**config.mk**
```make
export PLATFORM = sky130hd
export DESIGN_NAME = xgmii_rx_deframer
export DESIGN_NICKNAME = d
export VERILOG_FILES = /design/src/rtl/xgmii_pkg.sv /design/src/rtl/xgmii_ctrl_detect.sv /design/src/rtl/xgmii_rx_deframer.sv
export SDC_FILE = /design/constraint.sdc
export NUM_CORES = 1
export LEC_CHECK = 0
export ABC_AREA = 1
export ABC_CLOCK_PERIOD_IN_PS = 3600
export CAP_MARGIN = 5
export CORE_MARGIN = 2
export CORE_UTILIZATION = 48
export DETAILED_ROUTE_END_ITERATION = 10
export GPL_TIMING_DRIVEN = 0
export HOLD_SLACK_MARGIN = 0.08
export PLACE_DENSITY = 0.8
export SETUP_SLACK_MARGIN = 0.1
export SYNTH_ARGS = -nofsm -noshare
export SYNTH_HDL_FRONTEND = slang
export SYNTH_SLANG_ARGS = --single-unit
export TNS_END_PERCENT = 50
```
**constraint.sdc**
```tcl
create_clock -name mgt_clk -period 3.6 [get_ports mgt_clk]
set_clock_uncertainty 0.1 [all_clocks]
set_input_delay 0.72 -clock mgt_clk [delete_from_list [all_inputs] [get_ports mgt_clk]]
set_output_delay 0.72 -clock mgt_clk [all_outputs]
set_load 0.01 [all_outputs]
```
**src/rtl/xgmii_pkg.sv**
```systemverilog
// XGMII character set, lane geometry and deframer state encoding shared by the rx path.
// Latency: none (declarations and a pure combinational helper only).
// Backpressure: not applicable.
package xgmii_pkg;

    localparam int LANES = 8;

    localparam logic [7:0] CH_START = 8'hFB;
    localparam logic [7:0] CH_TERM  = 8'hFD;
    localparam logic [7:0] CH_IDLE  = 8'h07;
    localparam logic [7:0] CH_ERROR = 8'hFE;
    localparam logic [7:0] CH_PRE   = 8'h55;
    localparam logic [7:0] CH_SFD   = 8'hD5;

    typedef enum logic [2:0] {
        IDLE,
        PRE4,
        ALIGNED,
        SHIFTED,
        FLUSH
    } rx_state_e;

    // Zero every byte lane at or above nbytes so partial beats carry no stale bytes.
    function automatic logic [63:0] keep_low_bytes(input logic [63:0] dat, input logic [3:0] nbytes);
        logic [63:0] res;
        res = '0;
        for (int i = 0; i < LANES; i++) begin
            if (4'(i) < nbytes) begin
                res[8*i +: 8] = dat[8*i +: 8];
            end
        end
        return res;
    endfunction

endpackage

```
**src/rtl/xgmii_ctrl_detect.sv**
```systemverilog
// Priority encoder: lowest lane carrying a control character, and whether it is /T/.
// Latency: purely combinational.
// Backpressure: not applicable.
module xgmii_ctrl_detect
    import xgmii_pkg::*;
(
    input  logic [63:0] data,
    input  logic [7:0]  ctrl,
    output logic        found,
    output logic [2:0]  lane,
    output logic        is_term
);

    // Scan from the top lane down so the lowest control lane is the one left standing.
    always_comb begin
        found   = 1'b0;
        lane    = 3'd0;
        is_term = 1'b0;
        for (int i = LANES - 1; i >= 0; i--) begin
            if (ctrl[i]) begin
                found   = 1'b1;
                lane    = 3'(i);
                is_term = (data[8*i +: 8] == CH_TERM);
            end
        end
    end

endmodule

```
**src/rtl/xgmii_rx_deframer.sv**
```systemverilog
// XGMII 64-bit receive deframer: finds /S/ on lane 0 or 4, checks preamble/SFD, emits byte-aligned beats.
// Latency: beat valid 2 cycles after its last byte arrives; a lane-4 residual (flush) beat takes 3.
// Backpressure: none; XGMII cannot stall, so beats are pushed out unconditionally.
module xgmii_rx_deframer
    import xgmii_pkg::*;
#(
    parameter int MAX_BYTES = 9600
) (
    input  logic        mgt_clk,
    input  logic        reset_n,
    input  logic [63:0] xgmii_rxd,
    input  logic [7:0]  xgmii_rxc,
    output logic [63:0] rx_data,
    output logic        rx_valid,
    output logic        rx_sof,
    output logic        rx_eof,
    output logic [3:0]  rx_nbytes,
    output logic        rx_err,
    output logic [15:0] frame_cnt,
    output logic [15:0] err_cnt
);

    localparam logic [14:0] MAX_LIM = 15'(MAX_BYTES);

    rx_state_e   state_q, state_d;
    logic [63:0] w_dat_q, w_dat_d;
    logic [7:0]  w_ctl_q, w_ctl_d;
    logic [31:0] hold_q, hold_d;
    logic [13:0] cnt_q, cnt_d;
    logic        sof_pend_q, sof_pend_d;
    logic [3:0]  flush_n_q, flush_n_d;
    logic        flush_err_q, flush_err_d;

    logic [63:0] rx_data_q, rx_data_d;
    logic        rx_valid_q, rx_valid_d;
    logic        rx_sof_q, rx_sof_d;
    logic        rx_eof_q, rx_eof_d;
    logic [3:0]  rx_nbytes_q, rx_nbytes_d;
    logic        rx_err_q, rx_err_d;
    logic [15:0] frame_cnt_q, frame_cnt_d;
    logic [15:0] err_cnt_q, err_cnt_d;

    logic        w_found, w_term, x_found, x_term;
    logic [2:0]  w_lane, x_lane;
    logic        start_lane0, start_lane4, sfd_lane3;

    logic        beat_go, beat_eof, beat_cerr;
    logic [3:0]  beat_n;
    logic [63:0] beat_dat;
    logic [14:0] cnt_sum;
    logic        over_max;

    // Frame end search on the staged word W.
    xgmii_ctrl_detect u_det_w (
        .data    (w_dat_q),
        .ctrl    (w_ctl_q),
        .found   (w_found),
        .lane    (w_lane),
        .is_term (w_term)
    );

    // One-word lookahead on the live input X, used to close aligned frames whose end falls on lane 0.
    xgmii_ctrl_detect u_det_x (
        .data    (xgmii_rxd),
        .ctrl    (xgmii_rxc),
        .found   (x_found),
        .lane    (x_lane),
        .is_term (x_term)
    );

    // Start-of-frame patterns on W: full lane-0 preamble, lane-4 start, and the SFD half-word that follows it.
    always_comb begin
        start_lane0 = (w_ctl_q == 8'h01) && (w_dat_q[7:0] == CH_START) &&
                      (w_dat_q[55:8] == {6{CH_PRE}}) && (w_dat_q[63:56] == CH_SFD);
        start_lane4 = (w_ctl_q[7:4] == 4'b0001) && (w_dat_q[39:32] == CH_START) &&
                      (w_dat_q[63:40] == {3{CH_PRE}});
        sfd_lane3   = (w_ctl_q[3:0] == 4'b0000) && (w_dat_q[23:0] == {3{CH_PRE}}) &&
                      (w_dat_q[31:24] == CH_SFD);
    end

    // Next-state, beat selection, byte counting and statistics.
    always_comb begin
        state_d     = state_q;
        w_dat_d     = xgmii_rxd;
        w_ctl_d     = xgmii_rxc;
        hold_d      = hold_q;
        cnt_d       = cnt_q;
        sof_pend_d  = sof_pend_q;
        flush_n_d   = flush_n_q;
        flush_err_d = flush_err_q;
        frame_cnt_d = frame_cnt_q;
        err_cnt_d   = err_cnt_q;

        rx_data_d   = '0;
        rx_valid_d  = 1'b0;
        rx_sof_d    = 1'b0;
        rx_eof_d    = 1'b0;
        rx_nbytes_d = '0;
        rx_err_d    = 1'b0;

        beat_go   = 1'b0;
        beat_eof  = 1'b0;
        beat_cerr = 1'b0;
        beat_n    = 4'd8;
        beat_dat  = w_dat_q;
        cnt_sum   = '0;
        over_max  = 1'b0;

        case (state_q)
            IDLE: begin
                if (start_lane0) begin
                    state_d    = ALIGNED;
                    sof_pend_d = 1'b1;
                    cnt_d      = '0;
                end else if (start_lane4) begin
                    state_d = PRE4;
                end
            end
            PRE4: begin
                // Bad SFD after a lane-4 start: drop silently, nothing counted.
                if (sfd_lane3) begin
                    state_d    = SHIFTED;
                    hold_d     = w_dat_q[63:32];
                    sof_pend_d = 1'b1;
                    cnt_d      = '0;
                end else begin
                    state_d = IDLE;
                end
            end
            ALIGNED: begin
                if (w_found) begin
                    if (w_lane == 3'd0) begin
                        // Only reachable on the word right after /S/: zero-length frame.
                        err_cnt_d = err_cnt_q + 16'd1;
                    end else begin
                        beat_go   = 1'b1;
                        beat_eof  = 1'b1;
                        beat_n    = {1'b0, w_lane};
                        beat_cerr = !w_term;
                    end
                    state_d = IDLE;
                end else begin
                    beat_go   = 1'b1;
                    beat_eof  = x_found && (x_lane == 3'd0);
                    beat_cerr = !x_term;
                    if (beat_eof) begin
                        state_d = IDLE;
                    end
                end
            end
            SHIFTED: begin
                beat_go  = 1'b1;
                beat_dat = {w_dat_q[31:0], hold_q};
                hold_d   = w_dat_q[63:32];
                if (w_found && (w_lane <= 3'd4)) begin
                    beat_eof  = 1'b1;
                    beat_n    = 4'd4 + {1'b0, w_lane};
                    beat_cerr = !w_term;
                    state_d   = IDLE;
                end else if (w_found) begin
                    flush_n_d   = {1'b0, w_lane} - 4'd4;
                    flush_err_d = !w_term;
                    state_d     = FLUSH;
                end
            end
            FLUSH: begin
                beat_go   = 1'b1;
                beat_eof  = 1'b1;
                beat_dat  = {32'd0, hold_q};
                beat_n    = flush_n_q;
                beat_cerr = flush_err_q;
                state_d   = IDLE;
            end
            default: begin
                state_d = IDLE;
            end
        endcase

        if (beat_go) begin
            cnt_sum     = {1'b0, cnt_q} + {11'd0, beat_n};
            cnt_d       = cnt_sum[14] ? 14'h3FFF : cnt_sum[13:0];
            over_max    = cnt_sum > MAX_LIM;
            rx_valid_d  = 1'b1;
            rx_data_d   = keep_low_bytes(beat_dat, beat_n);
            rx_nbytes_d = beat_n;
            rx_sof_d    = sof_pend_q;
            sof_pend_d  = 1'b0;
            rx_eof_d    = beat_eof;
            rx_err_d    = beat_eof && (beat_cerr || over_max);
            if (beat_eof) begin
                if (rx_err_d) begin
                    err_cnt_d = err_cnt_q + 16'd1;
                end else begin
                    frame_cnt_d = frame_cnt_q + 16'd1;
                end
            end
        end
    end

    // State, staging and output registers; reset drops any partial frame.
    always_ff @(posedge mgt_clk or negedge reset_n) begin
        if (!reset_n) begin
            state_q     <= IDLE;
            w_dat_q     <= '0;
            w_ctl_q     <= '0;
            hold_q      <= '0;
            cnt_q       <= '0;
            sof_pend_q  <= 1'b0;
            flush_n_q   <= '0;
            flush_err_q <= 1'b0;
            rx_data_q   <= '0;
            rx_valid_q  <= 1'b0;
            rx_sof_q    <= 1'b0;
            rx_eof_q    <= 1'b0;
            rx_nbytes_q <= '0;
            rx_err_q    <= 1'b0;
            frame_cnt_q <= '0;
            err_cnt_q   <= '0;
        end else begin
            state_q     <= state_d;
            w_dat_q     <= w_dat_d;
            w_ctl_q     <= w_ctl_d;
            hold_q      <= hold_d;
            cnt_q       <= cnt_d;
            sof_pend_q  <= sof_pend_d;
            flush_n_q   <= flush_n_d;
            flush_err_q <= flush_err_d;
            rx_data_q   <= rx_data_d;
            rx_valid_q  <= rx_valid_d;
            rx_sof_q    <= rx_sof_d;
            rx_eof_q    <= rx_eof_d;
            rx_nbytes_q <= rx_nbytes_d;
            rx_err_q    <= rx_err_d;
            frame_cnt_q <= frame_cnt_d;
            err_cnt_q   <= err_cnt_d;
        end
    end

    assign rx_data   = rx_data_q;
    assign rx_valid  = rx_valid_q;
    assign rx_sof    = rx_sof_q;
    assign rx_eof    = rx_eof_q;
    assign rx_nbytes = rx_nbytes_q;
    assign rx_err    = rx_err_q;
    assign frame_cnt = frame_cnt_q;
    assign err_cnt   = err_cnt_q;

endmodule

```
# After elaboration in Yosys (flattened, before gate mapping)
# Index checks and enable logic that the tools add are counted.
# totals
wordCells	195
romBits	0
mem_count	0
in_bits	74
ram_bits	0
out_inout_bits	104
reg_bits	231
latch_bits	0
# classes
order_cmp	10
eq_ne	35
reduce_logical	25
n_bitwise	2
div_mod_pow	0
n_shift	0
add_sub_neg	5
n_mul	0
mux	102
# op_table
op	count
equality test 8 bit (second input constant)	20
case mux 64 bit (2 select lines)	1
two-way mux 16 bit	6
two-way mux 3 bit	22
two-way mux 64 bit	1
two-way mux 8 bit	8
case mux 32 bit (2 select lines)	1
two-way mux 14 bit	4
equality test 24 x 23 -> 1 bit (second input constant)	2
equality test 48 x 47 -> 1 bit (second input constant)	1
two-way mux 1 bit	46
adder 16 x 1 -> 16 bit (second input constant)	2
two-way mux 32 bit	1
case mux 14 bit (2 select lines)	1
less-than comparator 3 x 4 -> 1 bit (first input constant)	4
two-way mux 4 bit	4
adder 14 x 4 -> 15 bit	1
greater-than comparator 15 x 14 -> 1 bit (second input constant)	1
inequality test 3 bit (second input constant)	5
case mux 3 bit (4 select lines)	1
case mux 4 bit (3 select lines)	1
AND reduction 3 bit	4
logical AND 1 bit	10
zero test 3 bit	3
other kinds (22)	29

# Longest topological paths before layout
# Gate-level depths: netlist of the first run.
# depth
word_depth	19
mapped_depth	29
depth_no_buf	27

# Modules after synthesis
# Synthesis of the first run repeated with hierarchy kept, for this count alone.
# hier_totals
hier_cells	1426
area_unflattened_um2	11212.0
# by_module_without_submodules
module	area_per_inst_um2	cells_per_inst	seq_area_each_um2	instances
xgmii_rx_deframer	10416.2	1230	5755.5	1
xgmii_ctrl_detect	397.9	98	0.0	2

# Least setup slack after synthesis of the first run
# No wires, ideal clock.
# synth_timing
path_kind	register to register
from	register w_ctl_q[0]
to	register frame_cnt_q[9], in the netlist frame_cnt[9]
stages_incl_launch_ff	25
path_slack_ns	-0.076
setup_time_ns	0.117
t_required_ns	3.383
arrival_ns	3.459
path_cell_list	dfrtp_1 -> clkbuf_1 -> nor2_2 -> nand2_1 -> nor2_1 -> inv_1 -> buf_2 -> a31oi_1 -> inv_1 -> ha_1 -> fa_1 -> nand3_1 -> nand2_1 -> xor2_1 -> nor2_1 -> nand3b_1 -> nand3_1 -> nand2_1 -> nand2_1 -> nand2_1 -> a21oi_4 -> nand3_4 -> buf_2 -> nand2_1 -> nand2_1
# synth_via
elab_chain_cells	11
elab_cells_between_ends	28
# synth_rtl
element	line	rtl
start, declared	xgmii_rx_deframer.sv:27	logic [7:0] w_ctl_q, w_ctl_d;
start signal, assigned	xgmii_rx_deframer.sv:222	w_ctl_q <= w_ctl_d;
two-way mux 3 bit	xgmii_ctrl_detect.sv:20	if (ctrl[i]) begin
less-or-equal comparator 3 bit or zero test 3 bit (tied branches)	xgmii_rx_deframer.sv:155, xgmii_rx_deframer.sv:132	
logical AND 1 bit or two-way mux 4 bit (tied branches)	xgmii_rx_deframer.sv:155, xgmii_rx_deframer.sv:132	
two-way mux 4 bit, on equally long branches	xgmii_rx_deframer.sv:155, xgmii_rx_deframer.sv:131	
case mux 4 bit (3 select lines)	xgmii_rx_deframer.sv:109	case (state_q)
adder 14 x 4 -> 15 bit	xgmii_rx_deframer.sv:180	cnt_sum = {1'b0, cnt_q} + {11'd0, beat_n};
greater-than comparator 15 x 14 -> 1 bit	xgmii_rx_deframer.sv:182	over_max = cnt_sum > MAX_LIM;
logical OR 1 bit	xgmii_rx_deframer.sv:189	rx_err_d = beat_eof && (beat_cerr || over_max);
logical AND 1 bit	xgmii_rx_deframer.sv:189	
NOT 1 bit (no source line)	--	
AND reduction 3 bit (no source line) *	--	
end signal, assigned	xgmii_rx_deframer.sv:234	frame_cnt_q <= frame_cnt_d;
end, declared	xgmii_rx_deframer.sv:40	logic [15:0] frame_cnt_q, frame_cnt_d;
# Mark *: on every way between the ends. The rest lies on a longest branch, timed or not.
# A chain may end at the register's enable or synchronous reset.

# Worst setup path after layout of the first run
# layout_timing
from	register state_q[2]
to	register err_cnt_q[8], in the netlist err_cnt[8]
# layout_via
elab_chain_cells	9
elab_cells_between_ends	16
# layout_rtl
element	line	rtl
start, declared	xgmii_rx_deframer.sv:25	rx_state_e state_q, state_d;
start signal, assigned	xgmii_rx_deframer.sv:220	state_q <= state_d;
equality test 3 bit or equality test 3 x 2 -> 1 bit (tied branches)	xgmii_rx_deframer.sv:109	
case mux 4 bit (3 select lines)	xgmii_rx_deframer.sv:109	
adder 14 x 4 -> 15 bit	xgmii_rx_deframer.sv:180	
greater-than comparator 15 x 14 -> 1 bit	xgmii_rx_deframer.sv:182	
logical OR 1 bit	xgmii_rx_deframer.sv:189	
logical AND 1 bit	xgmii_rx_deframer.sv:189	
two-way mux 16 bit	xgmii_rx_deframer.sv:191	if (rx_err_d) begin
two-way mux 16 bit	xgmii_rx_deframer.sv:190	if (beat_eof) begin
two-way mux 16 bit *	xgmii_rx_deframer.sv:179	if (beat_go) begin
net err_cnt_d[8]	xgmii_rx_deframer.sv:41	logic [15:0] err_cnt_q, err_cnt_d;
end signal, assigned	xgmii_rx_deframer.sv:235	err_cnt_q <= err_cnt_d;
end, declared	xgmii_rx_deframer.sv:41	
# Mark *: on every way through the listed nets, which the timed path passes. The rest lies on a longest branch.

==> results of run 1 <==
-- sequential cells by signal (all words and copies together), names as in the netlist --
register,flops
rx_eof,1
rx_err,1
flush_n_q,3
rx_nbytes,4
frame_cnt,16
cnt_q,14
flush_err_q,1
rx_data,64
rx_sof,1
hold_q,32
rx_valid,1
state_q,3
w_dat_q,64
err_cnt,16
sof_pend_q,1
w_ctl_q,8
-- cell type report --
cell class | count | share of cell area
sequential | 230 | 0.4080
multi-input combinational | 803 | 0.3053
timing repair buffer | 215 | 0.1509
clock buffer | 33 | 0.05070
inverter | 139 | 0.03767
tap | 280 | 0.02482
buffer | 41 | 0.01498
clock inverter | 9 | 0.007623
-- cells by family (layout without fill, tap and decap cells) --
group | count (synthesis) | after routing | share of synthesized area
AOI/OAI and AO/OA | 182 | 182 | 0.1023
buffers and inverters | 180 | 437 | 0.06588
xor gates and xnor gates | 38 | 38 | 0.03169
adders and majority gates | 7 | 7 | 0.009054
DFF | 230 | 230 | 0.5480
and+or+nand+nor | 572 | 572 | 0.2389
muxes | 4 | 4 | 0.004169
-- worst register-to-register path: stages, from the launching register on --
cell	delay, ps
dfrtp_1	400
buf_4	150
nor2_2	140
inv_1	90
nor2_4	230
inv_2	120
nor2_1	240
nor3_4	70
inv_2	90
ha_4	230
a21oi_2	180
nand2_4	100
xor2_1	160
nor2_1	110
nand3b_1	100
nand3_1	80
nand2_1	50
nand2_1	80
nand2_2	80
a21oi_4	230
nand2_4	120
nand2_8	110
buf_12	120
buf_8	110
nand2_1	50
nand2_1	60
-- path summary, 6_finish.rpt --
check,start,slack [ps],endpoint,depth (start not counted)
hold reg to reg,flush_n_q[2],390,flush_n_q[2],2
setup reg to reg,state_q[2],-80,err_cnt[8],25
hold / removal,reset_n,210,w_dat_q[49],1
max in group asynchronous,reset_n,2150,state_q[0],2
setup / recovery,state_q[2],-80,err_cnt[8],25
min in group mgt_clk,flush_n_q[2],390,flush_n_q[2],2
-- power by group --
group | total [W] | switching (W) | internal [W]
combinational | 0.00298 | 0.00179 | 0.00120
clock | 0.00256 | 0.00102 | 0.00153
sequential | 0.00338 | 0.000302 | 0.00308
-- cell usage in the layout (no fill, tap or decap), types with 4 or more instances in the layout --
| master | n |
|---|---|
| nand2_1 | 303 |
| dfrtp_1 | 227 |
| clkdlybuf4s50_1 | 176 |
| inv_1 | 123 |
| o21ai_0 | 92 |
| nor2_1 | 88 |
| nand3_1 | 56 |
| nand4_1 | 45 |
| a21oi_1 | 40 |
| clkbuf_1 | 34 |
| buf_4 | 33 |
| xor2_1 | 31 |
| clkbuf_16 | 25 |
| a2111oi_0 | 24 |
| nor3_1 | 15 |
| inv_2 | 13 |
| nand2_2 | 13 |
| nor4_1 | 11 |
| nor2_4 | 9 |
| a211oi_1 | 7 |
| buf_6 | 6 |
| clkbuf_8 | 6 |
| nand2_4 | 5 |
| nor2_2 | 5 |
| nand3_2 | 5 |
| clkinv_2 | 5 |
| buf_8 | 4 |
| o31ai_1 | 4 |
| a21oi_2 | 4 |
| xnor2_1 | 4 |
-- routing by layer --
layer	vias to the layer above	GRT usage	wire length [µm]
met5	-	0	0
li1	4464	-	-
met2	547	0.4288	15030
met1	4738	0.3746	12990
met3	99	0.03965	2574
met4	0	0.1095	1336
-- through the flow --
step	TNS, ps	instance area [µm²]	instances	util
after global placement	-1781320	12670	1670	0.5858
after detailed placement	-29590	12700	1671	0.5873
after floorplan	0	10540	1213	-
after global routing	-7012	14110	1750	0.6528
after CTS	-2365	13880	1737	0.6419
final	-596.1	14110	1750	0.6528
-- timing repair --
item / in CTS / in global routing
cloned: 1 / 0
setup endpoints to repair: 47 / 44
resized for setup: 39 / 42
setup buffers: 23 / 13
pin swaps: 18 / 24
==> impl_metrics.csv, run 1 <==
group,metric,value,unit
floorplan,io_pins,178,
logic_synthesis,synth_edf_count,0,
clocking,cts.sinks,230,
logic_synthesis,synthTopCellsByCount,"nand2_1, dfrtp_1, inv_1",
timing,slew_headroom,0.3814,
drt,drtIter0Drc,962,
critical_path,max_stage_delay,400,ps
global_route,grt_pass1_wl,50.53,mm
logic_synthesis,yosysMostFrequentCell,"nand2_1",
job,drv_cap,0,
timing,worst_hold_slack,209.6,ps
cells_and_area,drive_gt1_frac,0.1163,
timing,setup_violations,21,
timing,period_minus_slack,3676,ps
critical_path,slowest_stage,"dfrtp_1",
global_route,antenna_found_initial,0,
logic_synthesis,synth_area_leaders,"dfrtp_1, nand2_1, inv_1",
logic_synthesis,synth.net_count,1294,
drt,routed_wirelength,31.93,mm
power_and_ir_drop,ir_drop,435.0,µV
placement,gp_congestion,0.9103,
drt,dr_total_vias,9848,
critical_path,path_class,"flop to flop",
floorplan,die_w,151.9,µm
power_and_ir_drop,cellLeakagePower,6.505,nW
cells_and_area,regArea,5759,µm²
logic_synthesis,ys_ff_latch,230,
clocking,cts_buffer_depth,3,
global_route,grt_overflow,0,
cells_and_area,areaGrowthSynthToFinish,34.39,%
critical_path,crit_fanout,6,
timing,fmax,0.2721,GHz
floorplan,core,21620,µm²
clocking,worstSkewPairLatency,520,ps
critical_path,crit_buf_inv,6,
timing,finalCritPeriodShare,1.021,
global_route,grt_start_max_net_pins,128,
logic_synthesis,syn_area,10500,µm²
cells_and_area,multi_input_area,4309,µm²
cells_and_area,fillers,1714,
clocking,cts.htree.levels,1,
drt,drc,0,
timing,worst_pin_slew,927.9,ps
timing,finalHoldViolations,0,
power_and_ir_drop,p_total,0.008923,W
timing,fin_ws,-75.51,ps
logic_synthesis,yosys_most_used_dff,"dfrtp_1",
critical_path,cpLargestDelayFamily,"simple AND/OR/NAND/NOR gates",
hold_path,hp-class,"input port to asynchronous set/reset pin",
clocking,cts_inserted_buffers,24,
cells_and_area,finalNetCount,1535,
placement,pre_cts_ws,-823.9,ps
drt,dr.pass1.iters,5,
logic_synthesis,synth_cell_types,51,
logic_synthesis,synth-seq-area-share,0.5480,
logic_synthesis,synth_warnings,0,
logic_synthesis,syn_inst,1213,
floorplan,die_h,151.9,µm
floorplan,die_area,23080,µm²
run_status,status,"complete, but fails checks",
critical_path,worst_path_most_repeated_cell,"nand2_1",
floorplan,initial_utilization,0.4858,
critical_path,required,3950,ps
clocking,holdBufCountCts,0,
floorplan,rows,54,
clocking,clkSlewWorstSetupHoldPaths,60,ps
placement,place_hpwl,21.89,mm
global_route,grt.total_usage,0.2694,
run_status,failed_checks,"negative setup slack",
logic_synthesis,async_reset_ff_frac,1.000,
clocking,cts-root-buf,"clkbuf_16",
global_route,grt_pass1_vias,9508,
logic_synthesis,synth_top_area_cell,"dfrtp_1",
logic_synthesis,syn_area_per_cell,8.658,µm²
critical_path,worst_setup_path_end_kind,"flop",
timing,finalMaxSlewViolations,0,
drt,vias_per_cell,5.627,
cells_and_area,num_antenna_cells,0,
power_and_ir_drop,p_per_area,632.2,nW/µm²
placement,io_buffers,177,
critical_path,worst-endpoint-arrival,4030,ps
drt,wire_per_inst,18.25,µm
clocking,cts_tree,"built",
timing,rsz0062_at_grt,"yes",
drt,antenna_left,0,
logic_synthesis,synth_top_area_frac,0.5480,
critical_path,worstSetupStartpointType,"flop",
No activity file was read; power rests on OpenSTA's default activity.
==> inputs of run 2 (changes only) <==
--- a/config.mk
+++ b/config.mk
@@ -13,9 +13,10 @@
 export DETAILED_ROUTE_END_ITERATION = 10
 export GPL_TIMING_DRIVEN = 0
 export HOLD_SLACK_MARGIN = 0.08
+export MAX_ROUTING_LAYER = met4
 export PLACE_DENSITY = 0.8
 export SETUP_SLACK_MARGIN = 0.1
 export SYNTH_ARGS = -nofsm -noshare
 export SYNTH_HDL_FRONTEND = slang
 export SYNTH_SLANG_ARGS = --single-unit
-export TNS_END_PERCENT = 50
+export TNS_END_PERCENT = 10
==> run 2 against run 1 <==
The flow still finishes with violations (negative setup slack). Hold slack improved by 190 ps. Die area did not move. Core utilization rose by 0.47 points. Flip-flop and latch count did not move. Setup slack got worse by 120 ps. First-iteration DRC count rose by 12%. Maximum frequency fell by 3.2%. Sequential share of layout area fell by 0.29 points. Final cell count rose by 0.63%. Sequential power barely moved. Cell area rose by 0.73%. Clock power fell by 3%. Critical path type unchanged.
==> impl_metrics.csv, run 2 (same netlist as run 1, synthesis figures left out) <==
group,metric,value,unit
run_status,status,"complete, but fails checks",
run_status,failed_checks,"negative setup slack",
timing,tns,-5113,ps
drt,antenna_left,0,
critical_path,required,3910,ps
critical_path,worstSetupStartpointType,"flop",
floorplan,rows,54,
drt,dr.pass1.iters,8,
clocking,cts_inserted_buffers,24,
hold_path,worstHoldPathCells,2,
critical_path,reg2regPathDepth,21,
timing,finalMaxSlewViolations,0,
timing,period_minus_slack,3796,ps
drt,drtIter0Drc,1082,
power_and_ir_drop,switchingPower,0.003135,W
timing,worst_pin_slew,793.7,ps
hold_path,hold_path_end,"flush_n_q[0]",
power_and_ir_drop,netSwitchingFraction,0.3536,
timing,fin_ws,-195.6,ps
global_route,grt.total_usage,0.2796,
timing,rsz0062_at_grt,"yes",
clocking,cts.sinks,230,
hold_path,hp-class,"flop to flop",
job,drv_cap,0,
critical_path,path_class,"flop to flop",
timing,setup_violations,33,
clocking,cts_tree,"built",
critical_path,ff2ff_setup_slack,-200,ps
power_and_ir_drop,seqPwrFrac,0.380,
timing,finalHoldViolations,0,
placement,place_hpwl,21.90,mm
clocking,cts.htree.levels,1,
global_route,grt_pass1_wl,51.05,mm
global_route,antenna_found_initial,0,
placement,dp_cells,1672,
power_and_ir_drop,ir_drop,475.5,µV
cells_and_area,layout.cells.non_filler,1761,
power_and_ir_drop,p_per_area,623.6,nW/µm²
placement,placed_cell_area,12730,µm²
clocking,clkSlewWorstSetupHoldPaths,60,ps
clocking,worstSkewPairLatency,550,ps
cells_and_area,drive_gt1_frac,0.1256,
critical_path,crit_fanout,8,
global_route,grt_start_max_net_pins,89,
hold_path,hp-start,"flush_n_q[0]",
drt,dr_total_vias,9976,
critical_path,worst_setup_path_end_kind,"flop",
power_and_ir_drop,p_int,0.005731,W
power_and_ir_drop,comb_power_share,0.340,
power_and_ir_drop,cellLeakagePower,6.546,nW
floorplan,core,21620,µm²
cells_and_area,areaGrowthSynthToFinish,35.37,%
placement,gp_congestion,0.9180,
drt,routed_wirelength,32.61,mm
timing,slew_headroom,0.4689,
floorplan,die_w,151.9,µm
timing,finalCritPeriodShare,1.054,
cells_and_area,final_cell_area,14220,µm²
clocking,cts-root-buf,"clkbuf_16",
cells_and_area,finalNetCount,1546,
floorplan,die_area,23080,µm²
power_and_ir_drop,pwr-share-clk,0.280,
global_route,grt_overflow,0,
critical_path,r2r-end,"frame_cnt[9]",
placement,io_buffers,177,
floorplan,io_pins,178,
drt,wire_per_inst,18.52,µm
clocking,cts_buffer_depth,3,
global_route,grt_pass1_vias,9508,
floorplan,initial_utilization,0.4858,
cells_and_area,final_cell_mix,"nand2_1, dfrtp_1, clkdlybuf4s50_1, inv_1, o21ai_0",
cells_and_area,num_antenna_cells,0,
timing,fmax,0.2635,GHz
critical_path,worst-endpoint-arrival,4100,ps
drt,drc,0,
floorplan,die_h,151.9,µm
critical_path,r2r_start,"w_ctl_q[5]",
cells_and_area,final_common_cell,"nand2_1",
drt,vias_per_cell,5.665,
[run 2: area by class of cell]
| cell class | count | area, µm² |
|---|---|---|
| Fill cell | 1674 | 7403 |
| Multi-Input combinational cell | 803 | 4328 |
| Timing Repair Buffer | 226 | 2242 |
| Clock inverter | 10 | 133.9 |
| Sequential cell | 230 | 5761 |
| Tap cell | 280 | 350.3 |
| Inverter | 139 | 534.3 |
| Clock buffer | 32 | 660.6 |
| Buffer | 41 | 207.7 |
[run 2: worst max-delay path by stage]
stage	startpoint	endpoint	slack, ps	cells past startpoint
3_5_place_dp	state_q[2]	err_cnt[8]	-830	22
3_3_place_gp	reset_n	frame_cnt[8]	-7720	1
4_1_cts	w_ctl_q[0]	err_cnt[8]	-90	27
6_report	w_ctl_q[5]	frame_cnt[9]	-200	21
5_1_grt	state_q[0]	frame_cnt[7]	-390	25
2_1_floorplan	w_ctl_q[0]	err_cnt[5]	110	24
[run 2: worst max-delay path, stage by stage (launching register included)]
cell and delay (ps):
dfrtp_1 400, buf_4 160, o31ai_1 300, nand2_1 240, o21ai_4 360, fa_2 330, nand3_2 110, nand2_4 130
nand2_2 80, o21ai_2 150, nand2_1 90, nand3b_1 170, nand3_1 80, nand2_1 50, nand2_1 80, nand2_2 80
a21oi_4 200, buf_6 130, nand3_4 130, buf_6 180, nand2_1 50, nand2_1 50
[run 2: power by group through the flow]
stage	logic [W]	clock network [W]	registers, W
after floorplan	0.00129	0	0.00345
after global placement	0.00249	0	0.00339
after detailed placement	0.00256	0	0.00338
after CTS	0.00277	0.00252	0.00335
after global routing	0.00325	0.00262	0.00342
final	0.00301	0.00249	0.00337
[run 2: stage by stage]
stage | utilization | total power [W] | hold WS, ps | setup WS (ps)
detailed placement | 0.5886 | 0.005947 | 369.5 | -826.2
floorplan | - | 0.004737 | 324.4 | 107.9
CTS | 0.6443 | 0.008637 | 387.3 | -91.66
global placement | 0.5858 | 0.005888 | 363.0 | -7716
finish | 0.6576 | 0.008867 | 398.3 | -195.6
global route | 0.6576 | 0.009285 | 413.5 | -387.8
[run 2: repair_timing]
item	CTS	global route
pin swaps	26	25
hold buffers	1	0
endpoints found under the setup margin	47	44
setup buffers	23	22
gates cloned	2	0
endpoints found under the hold margin	41	0
resized for setup	51	42
[run 2: routing by layer]
layer,routed length [µm],up-vias,share of wire,GRT usage
met3,3027,93,0.093,0.04079
met2,15570,577,0.48,0.4307
met4,1021,0,0.031,0.08812
met1,13000,4813,0.40,0.3866
li1,-,4493,-,-
met5,0,-,0,-
==> inputs of run 3 (changes only) <==
--- a/config.mk
+++ b/config.mk
@@ -8,8 +8,10 @@
 export ABC_AREA = 1
 export ABC_CLOCK_PERIOD_IN_PS = 3600
 export CAP_MARGIN = 5
+export CORE_ASPECT_RATIO = 2
 export CORE_MARGIN = 2
 export CORE_UTILIZATION = 48
+export CTS_CLUSTER_SIZE = 14
 export DETAILED_ROUTE_END_ITERATION = 10
 export GPL_TIMING_DRIVEN = 0
 export HOLD_SLACK_MARGIN = 0.08
==> run 3 against run 2 <==
The flow still finishes with violations (negative setup slack). Cell area shrank 0.86%. Die area grew 0.31%. Register-to-register slack gained 120 ps. Critical path depth grew 3. Critical path type unchanged.
==> impl_metrics.csv, run 3 (same netlist as run 1, synthesis figures left out) <==
group,metric,value,unit
run_status,status,"complete, but fails checks",
run_status,failed_checks,"negative setup slack",
clocking,worstSkewPairLatency,530,ps
cells_and_area,fillers,1769,
global_route,grt_pass1_vias,10289,
critical_path,path_class,"flop to flop",
floorplan,rows,76,
drt,dr.pass1.iters,8,
global_route,grt_start_max_net_pins,130,
power_and_ir_drop,p_total,0.008731,W
cells_and_area,finalNetCount,1543,
global_route,antenna_found_initial,1,
timing,period_minus_slack,3673,ps
clocking,cts_buffer_depth,3,
power_and_ir_drop,p_per_area,619.4,nW/µm²
hold_path,hp-class,"input port to asynchronous set/reset pin",
cells_and_area,final_util,0.6559,
timing,worst_hold_slack,88.35,ps
critical_path,slowest_stage,"dfrtp_1",
power_and_ir_drop,ir_drop,436.9,µV
floorplan,core,21490,µm²
floorplan,die_h,213.2,µm
cells_and_area,multi_input_area,4278,µm²
cells_and_area,final_cell_mix,"nand2_1, dfrtp_1, clkdlybuf4s50_1, inv_1, o21ai_0",
cells_and_area,final_common_cell,"nand2_1",
clocking,cts.htree.levels,1,
placement,place_hpwl,24.63,mm
drt,antenna_left,0,
clocking,cts_inserted_buffers,22,
timing,fin_ws,-73.25,ps
placement,io_buffers,177,
power_and_ir_drop,cellLeakagePower,6.511,nW
critical_path,cpLargestDelayFamily,"simple AND/OR/NAND/NOR gates",
drt,wire_per_inst,19.70,µm
critical_path,crit_fanout,10,
cells_and_area,areaGrowthSynthToFinish,34.20,%
floorplan,die_area,23150,µm²
critical_path,worst_path_most_repeated_cell,"nand2_1",
timing,finalHoldViolations,0,
timing,fmax,0.2722,GHz
placement,gp_congestion,0.9671,
critical_path,worst-endpoint-arrival,3990,ps
global_route,grt_overflow,0,
timing,finalCritPeriodShare,1.020,
critical_path,required,3910,ps
drt,drtIter0Drc,818,
timing,setup_violations,29,
drt,routed_wirelength,34.45,mm
cells_and_area,layout.cells.non_filler,1749,
floorplan,io_pins,178,
job,drv_cap,0,
placement,dp_cells,1664,
critical_path,crit_chain,"buf_8, nor2_4, nand2_4, nor2_4, inv_4, buf_8, a31oi_4, inv_2, ha_4, fa_2, xor2_1, nor3_1, nand2_1, nor2_1, nand3b_1, nand3_1, nand2_1, nand2_1, nand2_2, a21oi_4, nand2_4, buf_6, nand3_1, nand2_2",
timing,worst_pin_slew,878.4,ps
drt,vias_per_cell,5.655,
floorplan,initial_utilization,0.4887,
critical_path,max_stage_delay,400,ps
floorplan,die_w,108.6,µm
drt,drc,0,
global_route,grt.total_usage,0.3063,
critical_path,worstSetupStartpointType,"flop",
clocking,clkSlewWorstSetupHoldPaths,70,ps
timing,rsz0062_at_grt,"yes",
global_route,grt_pass1_wl,52.34,mm
drt,dr_total_vias,9890,
clocking,cts.sinks,230,
clocking,cts_tree,"built",
cells_and_area,drive_gt1_frac,0.1125,
timing,finalMaxSlewViolations,0,
clocking,cts-root-buf,"clkbuf_16",
cells_and_area,regArea,5762,µm²
critical_path,worst_setup_path_end_kind,"flop",
critical_path,crit_buf_inv,5,
timing,slew_headroom,0.3992,
[run 3: final timing paths]
kind                                   start            to  cells past startpoint  slack, ps
worst min-delay path                 reset_n   err_cnt[11]                      1         90
min in group mgt_clk            flush_n_q[1]  flush_n_q[1]                      2        390
worst max register to register    w_ctl_q[0]    err_cnt[7]                     24        -70
worst max-delay path              w_ctl_q[0]    err_cnt[7]                     24        -70
worst min register to register  flush_n_q[1]  flush_n_q[1]                      2        390
max in group asynchronous            reset_n    w_ctl_q[1]                      2       2220
[run 3: metrics by stage]
stage	cell area, µm²	TNS (ps)	worst slack (ps)
finish	14090	-794.3	-73.25
global placement	12660	-1804210	-7758
global route	14090	-7986	-274.0
floorplan	10540	0	107.9
CTS	13820	-2333	-102.4
detailed placement	12690	-26400	-788.6
[run 3: routing by layer]
layer  up-vias  part of all wire  track usage
li1       4468                 -            -
met1      4707              0.32       0.2925
met2       526              0.54       0.5556
met3       189             0.056      0.03602
met4         0             0.080       0.2162
met5         -                 0            -
[run 3: area by class of cell]
cell class / count / area share
multi-input combinational: 803 / 0.3035
clock buffer: 30 / 0.04474
buffer: 41 / 0.01545
clock inverter: 7 / 0.007102
sequential: 230 / 0.4088
timing repair buffer: 225 / 0.1583
antenna: 1 / 0.0001775
tap: 273 / 0.02423
inverter: 139 / 0.03773
[run 3: power by group]
part           switching (W)  internal, W
Combinational        0.00180      0.00119
Sequential          0.000287      0.00308
Clock                0.00101      0.00137
Total                0.00309      0.00564
[run 3: repair_timing]
item,4_1_cts,5_1_grt
gates resized for setup,48,24
hold buffers,0,0
cloned,1,1
setup buffers,25,20
endpoints found under the setup margin,47,43
pin swaps,22,34
